===== src/rtl/regfile_scoreboard.sv =====
// Decode-stage register file with per-register pending-write counters.
// Reads bypass same-cycle writeback; stall_out covers operand hazards and counter saturation.

module regfile_scoreboard_rport #(
  parameter int XLEN  = 32,
  parameter int NREG  = 32,
  parameter int CNT_W = 2,
  parameter int AW    = $clog2(NREG)
) (
  input  logic [AW-1:0]                 addr,
  input  logic                          used,
  input  logic [NREG-1:0][XLEN-1:0]     rf,
  input  logic [NREG-1:0][CNT_W-1:0]    pend,
  input  logic                          wb_en,
  input  logic [AW-1:0]                 wb_rd,
  input  logic [XLEN-1:0]               wb_data,
  output logic [XLEN-1:0]               rdata,
  output logic                          rbusy,
  output logic                          hazard
);
  logic wb_hit;

  assign wb_hit = wb_en && (wb_rd == addr);

  always_comb begin
    rdata = rf[addr];
    if (addr == '0)  rdata = '0;
    else if (wb_hit) rdata = wb_data;
  end

  // A retiring write already satisfies one pending count; kill never does.
  assign rbusy  = pend[addr] > CNT_W'(wb_hit);
  assign hazard = used && rbusy;
endmodule

module regfile_scoreboard #(
  parameter int XLEN  = 32,
  parameter int NREG  = 32,
  parameter int NRP   = 2,
  parameter int CNT_W = 2,
  localparam int AW   = $clog2(NREG)
) (
  input  logic                  clk,
  input  logic                  rst,
  input  logic [NRP*AW-1:0]     rs_addr,
  input  logic [NRP-1:0]        rs_used,
  output logic [NRP*XLEN-1:0]   rdata,
  output logic [NRP-1:0]        rbusy,
  input  logic                  issue_valid,
  input  logic [AW-1:0]         issue_rd,
  input  logic                  issue_we,
  input  logic                  wb_en,
  input  logic [AW-1:0]         wb_rd,
  input  logic [XLEN-1:0]       wb_data,
  input  logic                  kill_en,
  input  logic [AW-1:0]         kill_rd,
  output logic                  stall_out
);
  localparam logic [CNT_W-1:0] CNT_MAX = '1;

  logic [NREG-1:0][XLEN-1:0]  rf;
  logic [NREG-1:0][CNT_W-1:0] pend, pend_nxt;
  logic [NREG-1:0]            uflow;
  logic [NRP-1:0]             hazard;
  logic                       sat, issue_ok;
  logic [CNT_W+1:0]           up, dec;

  for (genvar i = 0; i < NRP; i++) begin : g_rport
    regfile_scoreboard_rport #(
      .XLEN(XLEN), .NREG(NREG), .CNT_W(CNT_W), .AW(AW)
    ) u_rport (
      .addr    (rs_addr[i*AW +: AW]),
      .used    (rs_used[i]),
      .rf      (rf),
      .pend    (pend),
      .wb_en   (wb_en),
      .wb_rd   (wb_rd),
      .wb_data (wb_data),
      .rdata   (rdata[i*XLEN +: XLEN]),
      .rbusy   (rbusy[i]),
      .hazard  (hazard[i])
    );
  end

  assign sat = issue_we && (issue_rd != '0) && (pend[issue_rd] == CNT_MAX)
               && !(wb_en && (wb_rd == issue_rd));
  assign stall_out = (|hazard) || sat;
  assign issue_ok  = issue_valid && issue_we && !stall_out;

  always_comb begin
    pend_nxt = '0;
    uflow    = '0;
    up       = '0;
    dec      = '0;
    for (int r = 1; r < NREG; r++) begin
      up  = (CNT_W+2)'(pend[r]) + (CNT_W+2)'(issue_ok && (issue_rd == AW'(r)));
      dec = (CNT_W+2)'(wb_en && (wb_rd == AW'(r))) + (CNT_W+2)'(kill_en && (kill_rd == AW'(r)));
      // Underflow is a protocol error; hold at zero rather than wrap.
      uflow[r]    = up < dec;
      pend_nxt[r] = uflow[r] ? '0 : CNT_W'(up - dec);
    end
  end

  always_ff @(posedge clk) begin
    if (rst) begin
      rf   <= '0;
      pend <= '0;
    end else begin
      pend <= pend_nxt;
      if (wb_en && (wb_rd != '0)) rf[wb_rd] <= wb_data;
    end
  end

  always @(posedge clk) begin
    if (!rst) begin
      assert (uflow == '0);
      assert (!(issue_valid && stall_out));
    end
  end
endmodule


===== config.mk =====
export PLATFORM = sky130hd
export DESIGN_NAME = regfile_scoreboard
export DESIGN_NICKNAME = d
export VERILOG_FILES = /design/src/rtl/regfile_scoreboard.sv
export SDC_FILE = /design/constraint.sdc
export NUM_CORES = 2
export LEC_CHECK = 0
export CORE_ASPECT_RATIO = 1.1
export CORE_MARGIN = 3
export CORE_UTILIZATION = 30
export CTS_BUF_LIST = sky130_fd_sc_hd__clkbuf_2 sky130_fd_sc_hd__clkbuf_4 sky130_fd_sc_hd__clkbuf_8
export DETAILED_ROUTE_END_ITERATION = 10
export DONT_BUFFER_PORTS = 1
export GPL_TIMING_DRIVEN = 1
export PLACE_DENSITY = 0.5
export REMOVE_ABC_BUFFERS = 1
export SLEW_MARGIN = 20
export SYNTH_ARGS = -nofsm -noshare
export SYNTH_HDL_FRONTEND = slang
export SYNTH_HIERARCHICAL = 1
export SYNTH_SLANG_ARGS = --single-unit

===== constraint.sdc =====
create_clock -name clk -period 4.7 [get_ports clk]
set_input_delay 0 -clock clk [delete_from_list [all_inputs] [get_ports clk]]
set_output_delay 0 -clock clk [all_outputs]
set_load 0.05 [all_outputs]

Word level (Yosys, flattened, before mapping)
Index checks and enable logic that the tools add are counted.
W data, S select, Z words.
{ "classes": {"n_reduce_logical": 144, "n_addsub": 93, "div": 0, "shift": 0, "n_eq_ne": 97, "bitwise_logic": 0, "order_cmp": 38, "mux": 17, "mul": 0} }
{ "op_table": {"columns": ["cell", "n"], "rows": [
  ["$bwmux W1024", 1],
  ["$bmux W32 S5", 2],
  ["$eq A5 B5 Y1 const B", 48],
  ["$mux W32", 7],
  ["$demux W32 S5", 1],
  ["$eq A5 B4 Y1 const B", 24],
  ["$logic_and A1 B1 Y1", 105],
  ["$add A2 B1 Y3", 31],
  ["$lt A3 B2 Y1", 31],
  ["$reduce_or A2 Y1", 32],
  ["$add A1 B1 Y2", 31],
  ["$sub A2 B2 Y2", 31],
  ["$eq A5 B3 Y1 const B", 12],
  ["$bmux W2 S5", 3],
  ["$eq A5 B2 Y1 const B", 6],
  ["$lt A5 B6 Y1 const B", 4],
  ["$eq A5 B1 Y1 const B", 3],
  ["$eq A5 B5 Y1", 3],
  ["$logic_not A5 Y1", 2],
  ["$reduce_bool A5 Y1", 2],
  ["$mux W2", 3],
  ["$ge A5 B1 Y1 const B", 1],
  ["$gt A2 B1 Y1", 2],
  ["$eq A2 B2 Y1 const B", 1],
  ["other kinds (2)", 3]
]} }
{ "word_totals": {"in_bits": 65, "wordCells": 453, "reg_bits": 1088, "out_inout_bits": 67, "latch_bits": 0, "romBits": 0, "ramBits": 0, "n_memories": 0} }

Depth between registers and ports, before layout
{ "depth": {"word_depth": 12, "mapped_depth": 20, "ltp_nobuf": 17} }

Cells and area by module
The synthesis kept the hierarchy.
{ "modules_own_cells": {"columns": ["mod", "n_inst", "area_per_inst_um2", "seq_area_each_um2", "cells_per_inst"], "rows": [
  ["regfile_scoreboard", 1, 40785.4, 21740.9, 5115],
  ["regfile_scoreboard_rport", 2, 8692.1, 0.0, 599]
]} }

Worst setup path before layout
OpenSTA, ideal clock, no wires.
{ "synth_path": {"path_type": "input to register", "start": "input port rs_addr[5]", "end": "register pend[41] (netlist bit)", "setup_time_ns": 0.080, "n_path_buf": 2, "path_slack_ns": 0.661, "cell_stages": 16, "t_arrival_ns": 3.959, "required_ns": 4.620, "cell_sequence": "buf_2 buf_4 mux4_2 mux4_2 mux2i_1 ha_1 nor2_1 o31a_1 or2_2 nor2_1 nand2_1 nor3_1 ha_1 fa_1 xor2_1 nor3b_1"} }
{ "synth_between": {"elab_chain_cells": 12, "word_cells_on_any_way": 15, "classes_between": "add/sub (2); order compare (2); eq/ne (1); mux (2); reduce/logical (8)"} }
{ "synth_rtl": {"columns": ["element", "line_no", "text"], "rows": [
  ["from (decl)", "45", "input logic [NRP*AW-1:0] rs_addr,"],
  ["$bmux W2 S5 or $eq A5 B5 Y1 (tied branches)", "32, 23", null],
  ["$mux W2 (not written as such) or $logic_and A1 B1 Y1 (tied branches)", "32, 23", null],
  ["$gt A2 B1 Y1 (*)", "32", "assign rbusy = pend[addr] > CNT_W'(wb_hit);"],
  ["$logic_and A1 B1 Y1 (*)", "33", "assign hazard = used && rbusy;"],
  ["via hazard[1]", "64", "logic [NRP-1:0] hazard;"],
  ["$reduce_or A2 Y1 (*)", "87", "assign stall_out = (|hazard) || sat;"],
  ["$logic_or A1 B1 Y1 (*)", "87", null],
  ["$logic_not A1 Y1 (*)", "88", "assign issue_ok = issue_valid && issue_we && !stall_out;"],
  ["$logic_and A1 B1 Y1 (*)", "88", null],
  ["$logic_and A1 B1 Y1 (*)", "96", "up = (CNT_W+2)'(pend[r]) + (CNT_W+2)'(issue_ok && (issue_rd == AW'(r)));"],
  ["$add A2 B1 Y3 (*)", "96", null],
  ["$lt A3 B2 Y1", "99", "uflow[r] = up < dec;"],
  ["$reduce_or A2 Y1 (no line)", null, null],
  ["to (signal assigned)", "109", "pend <= pend_nxt;"],
  ["to (decl)", "62", "logic [NREG-1:0][CNT_W-1:0] pend, pend_nxt;"]
]} }
The timed path passes the listed nets; every way through them passes the cells marked *. The select of a mux whose other input is x is not followed.
A chain may end at the register's enable or synchronous reset.

Final worst setup path
{ "layout_path": {"start": "register pend[30] (netlist bit)", "end": "register pend[62] (netlist bit)"} }
{ "layout_between": {"elab_chain_cells": 12, "word_cells_on_any_way": 22, "classes_between": "add/sub (2); order compare (3); eq/ne (1); mux (6); reduce/logical (10)"} }
{ "layout_rtl": {"columns": ["element", "line_no"], "rows": [
  ["$bmux W2 S5 (*)", "32"],
  ["$mux W2 (not written as such) (*)", "32"],
  ["$gt A2 B1 Y1 (*)", "32"],
  ["$logic_and A1 B1 Y1 (*)", "33"],
  ["via hazard[1]", "64"],
  ["$reduce_or A2 Y1 (*)", "87"],
  ["$logic_or A1 B1 Y1 (*)", "87"],
  ["$logic_not A1 Y1 (*)", "88"],
  ["$logic_and A1 B1 Y1 (*)", "88"],
  ["$logic_and A1 B1 Y1 (*)", "96"],
  ["$add A2 B1 Y3 (*)", "96"],
  ["$lt A3 B2 Y1", "99"],
  ["$reduce_or A2 Y1 (no line)", null]
]} }
Marked as above.

==> results.yml <==
hold_path:
  worstHoldStart: "wb_data[6]"
  hold_path_class: "input pin to flop"
  hold_path_depth: 4
  hold_end: "rf[518]$_SDFFE_PP0P_"
critical_path:
  crit_required_ns: 5.55
  r2r_start: "pend[30]$_SDFF_PP0_"
  end_kind: "flop"
  rrSetupSlack_ns: 0.22
  path_common_cell: "ha_1"
  slowest_stage: "dlygate4sd3_1"
  reg2reg_depth: 16
  reg2reg_to: "pend[62]$_SDFF_PP0_"
  path_class: "flop to flop"
  path_cells: "mux4_2 > mux4_2 > mux2i_1 > ha_1 > nor2_1 > o31a_1 > or2_2 > nor2_1 > buf_4 > nand2_2 > nor3_1 > ha_1 > inv_1 > ha_1 > dlygate4sd3_1 > nor3_1"
  cp-start-kind: "flop"
  crit_path_max_incr_delay_ns: 0.57
  crit_arrival_ns: 5.33
  crit_fanout: 7
pwr:
  power_frac_comb: 0.092
  ir_drop_mv: 0.250
  power.internal_mw: 15.0
  sw_frac_of_total: 0.265
  p_leak_nw: 22.1
  powerDensity_mw_per_mm2: 307
  switchingPower_mw: 5.42
  clockPowerShare: 0.452
  seq_power_share: 0.456
clocking:
  cts_tree: "done"
  clockBufferDepth: 3
  clock-sinks: 1086
  clk_latency_ns: 0.94
  cts.clk_slew.worst_paths_ns: 0.07
  cts_max_level: 4
  cts-root-buf: "clkbuf_8"
  numCtsBuffers: 179
final_layout:
  syn_to_final_growth_pct: 14.5
  fin_util: 0.348
  drive_gt1_frac: 0.194
  layout.nets: 6449
  fill_cells: 19400
logic_synthesis:
  synthTopCellsByArea: "dfxtp_1 37%, mux4_2 24%, nand2_1 13%, a21oi_1 9.0%, ha_1 2.7%"
  synth_simple_gate_area_share: 0.164
  synthAdderAreaFrac: 0.0378
  synthMuxAreaShare: 0.244
  synth.most_common_cell: "nand2_1"
  avgSynthCellArea_um2: 9.21
  synth-main-ff-cell: "dfxtp_1"
  synth_top_family_by_area: "multiplexers"
  synth-seq-area-share: 0.374
  syn-cell-area_mm2: 0.0582
  synthArstFlopShare: 0
  ys_types: 55
  synth_edf_count: 0
  synth_top_area_cell: "dfxtp_1"
  synth_compound_area_frac: 0.120
  syn_inst: 6313
  synth_seq_cells: 1086
  synthDominantCellAreaShare: 0.374
  synthTopCellsByCount: "2037 x nand2_1, 1086 x dfxtp_1, 1047 x a21oi_1, 613 x mux4_2, 377 x clkbuf_1"
  ys_warn_count: 6
  synthXorXnorAreaFrac: 0.00693
sta:
  fin_tns_setup_ns: 0
  tightestPinTransition_ns: 1.26
  period_share: 0.952
  rsz0062_at_grt: "false"
  drv_slew: 0
  finalHoldViolCount: 0
  fmax_mhz: 223
  fin_hold_ws_ns: 0.0959
  finClkSkew_ns: 0.0505
  finalSetupViolations: 0
  slew_headroom: 0.157
  finalCriticalPeriod_ns: 4.48
drt:
  vias: 50600
  dr.pass1.iters: 5
  drtIter0Drc: 5351
  drc_errors: 0
  antenna_left: 0
  viasPerCell: 5.67
  wl_per_cell_um: 27.2
  drt-total-wl_um: 242000
outcome:
  status: "completed"
global_route:
  grt_pass1_wl_um: 348000
  antenna_found_initial: 12
  grt_pass1_vias: 49200
  grt.overflow.total: 0
  grt_max_degree: 215
  track_usage: 0.237
die:
  row_count: 168
  die_w_um: 426
  die-area_mm2: 0.199
  ioPinCount: 132
  die_h_um: 468
  core_area_mm2: 0.192
  start_util: 0.303
run:
  max-cap-violations: 0
place:
  gp_congestion: 0.876
  hpwl_um: 123000
  numPortBuffers: 0
power groups by stage:
stage,clock (mW),sequential [mW],combinational [mW]
finish,9.24,9.33,1.88
global route,9.76,9.33,1.93
CTS,9.38,9.32,1.82
detailed placement,0,9.53,1.43
global placement,0,9.52,1.42
floorplan,0,9.51,0.857
through the flow:
stage	instances	power, mW	instance area (um^2)	setup slack (ns)
after CTS	8916	20.5	66600	0.0332
after detailed placement	8384	11.0	59900	0.378
after floorplan	5695	10.4	55400	0.823
after global routing	8919	21.0	66600	0.0158
final	8921	20.4	66600	0.223
after global placement	8384	10.9	59900	0.439
per-layer routing:
layer,up-vias,track usage,share of wire
met5,-,0,0.00029
met4,10,0.134,0.062
met3,636,0.0479,0.086
met2,2448,0.390,0.47
met1,25400,0.290,0.38
li1,22100,-,-
how the worst max path moves through the flow:
stage | slack (ns) | start | depth (start not counted) | endpoint
2_1_floorplan | 0.82 | pend[30]$_SDFF_PP0_ | 14 | pend[41]$_SDFF_PP0_
3_3_place_gp | 0.44 | pend[30]$_SDFF_PP0_ | 16 | pend[24]$_SDFF_PP0_
3_5_place_dp | 0.38 | pend[30]$_SDFF_PP0_ | 16 | pend[24]$_SDFF_PP0_
4_1_cts | 0.03 | pend[30]$_SDFF_PP0_ | 17 | pend[20]$_SDFF_PP0_
5_1_grt | 0.02 | pend[30]$_SDFF_PP0_ | 17 | pend[14]$_SDFF_PP0_
6_report | 0.22 | pend[30]$_SDFF_PP0_ | 16 | pend[62]$_SDFF_PP0_
timing repair:
item	in CTS	in global routing
resized for setup	0	2
setup endpoints to repair	0	3
hold endpoints to repair	1063	0
setup buffers	0	2
hold buffers	211	0
state kept, by name (all words and copies together), names as in the netlist:
register  flops
pend         62
rf         1024
area by class of cell:
| type | instances | area, um^2 | share of cell area |
|---|---|---|---|
| clock buffer | 284 | 3620 | 0.0543 |
| inverter | 99 | 372 | 0.00558 |
| clock inverter | 37 | 303 | 0.00454 |
| tap | 2550 | 3190 | 0.0479 |
| antenna | 4 | 10.0 | 0.000150 |
| multi-input combinational | 4510 | 33500 | 0.503 |
| sequential | 1086 | 21700 | 0.326 |
| timing repair buffer | 351 | 3910 | 0.0587 |
cell families after synthesis:
kind of cell,Yosys count
fa+ha+maj,157
xor+xnor,46
other cells,1
compound gates,1261
buf+inv,720
simple gates,2403
flops,1086
mux,639
worst max-delay path, delay by kind of cell (launching register included):
family	cells	cell delay, ns
multiplexers	3	1.20
AO/OA/AOI/OAI	1	0.28
flip-flops	1	0.34
buffers and inverters	3	0.79
AND/OR/NAND/NOR	6	1.08
adder cells (fa/ha/maj)	3	0.67
placed cells by master (no fill, tap or decap), types with 102 or more instances in the layout:
cell type	Yosys	final
buf_4	17	134
dlygate4sd3_1	0	149
mux4_2	613	613
a21oi_1	1047	1038
clkbuf_8	0	238
o221ai_1	102	102
nor2_1	135	133
dfxtp_1	1086	1086
nand2_1	2037	2000
ha_1	126	126
No activity file was read; power rests on OpenSTA's default activity.
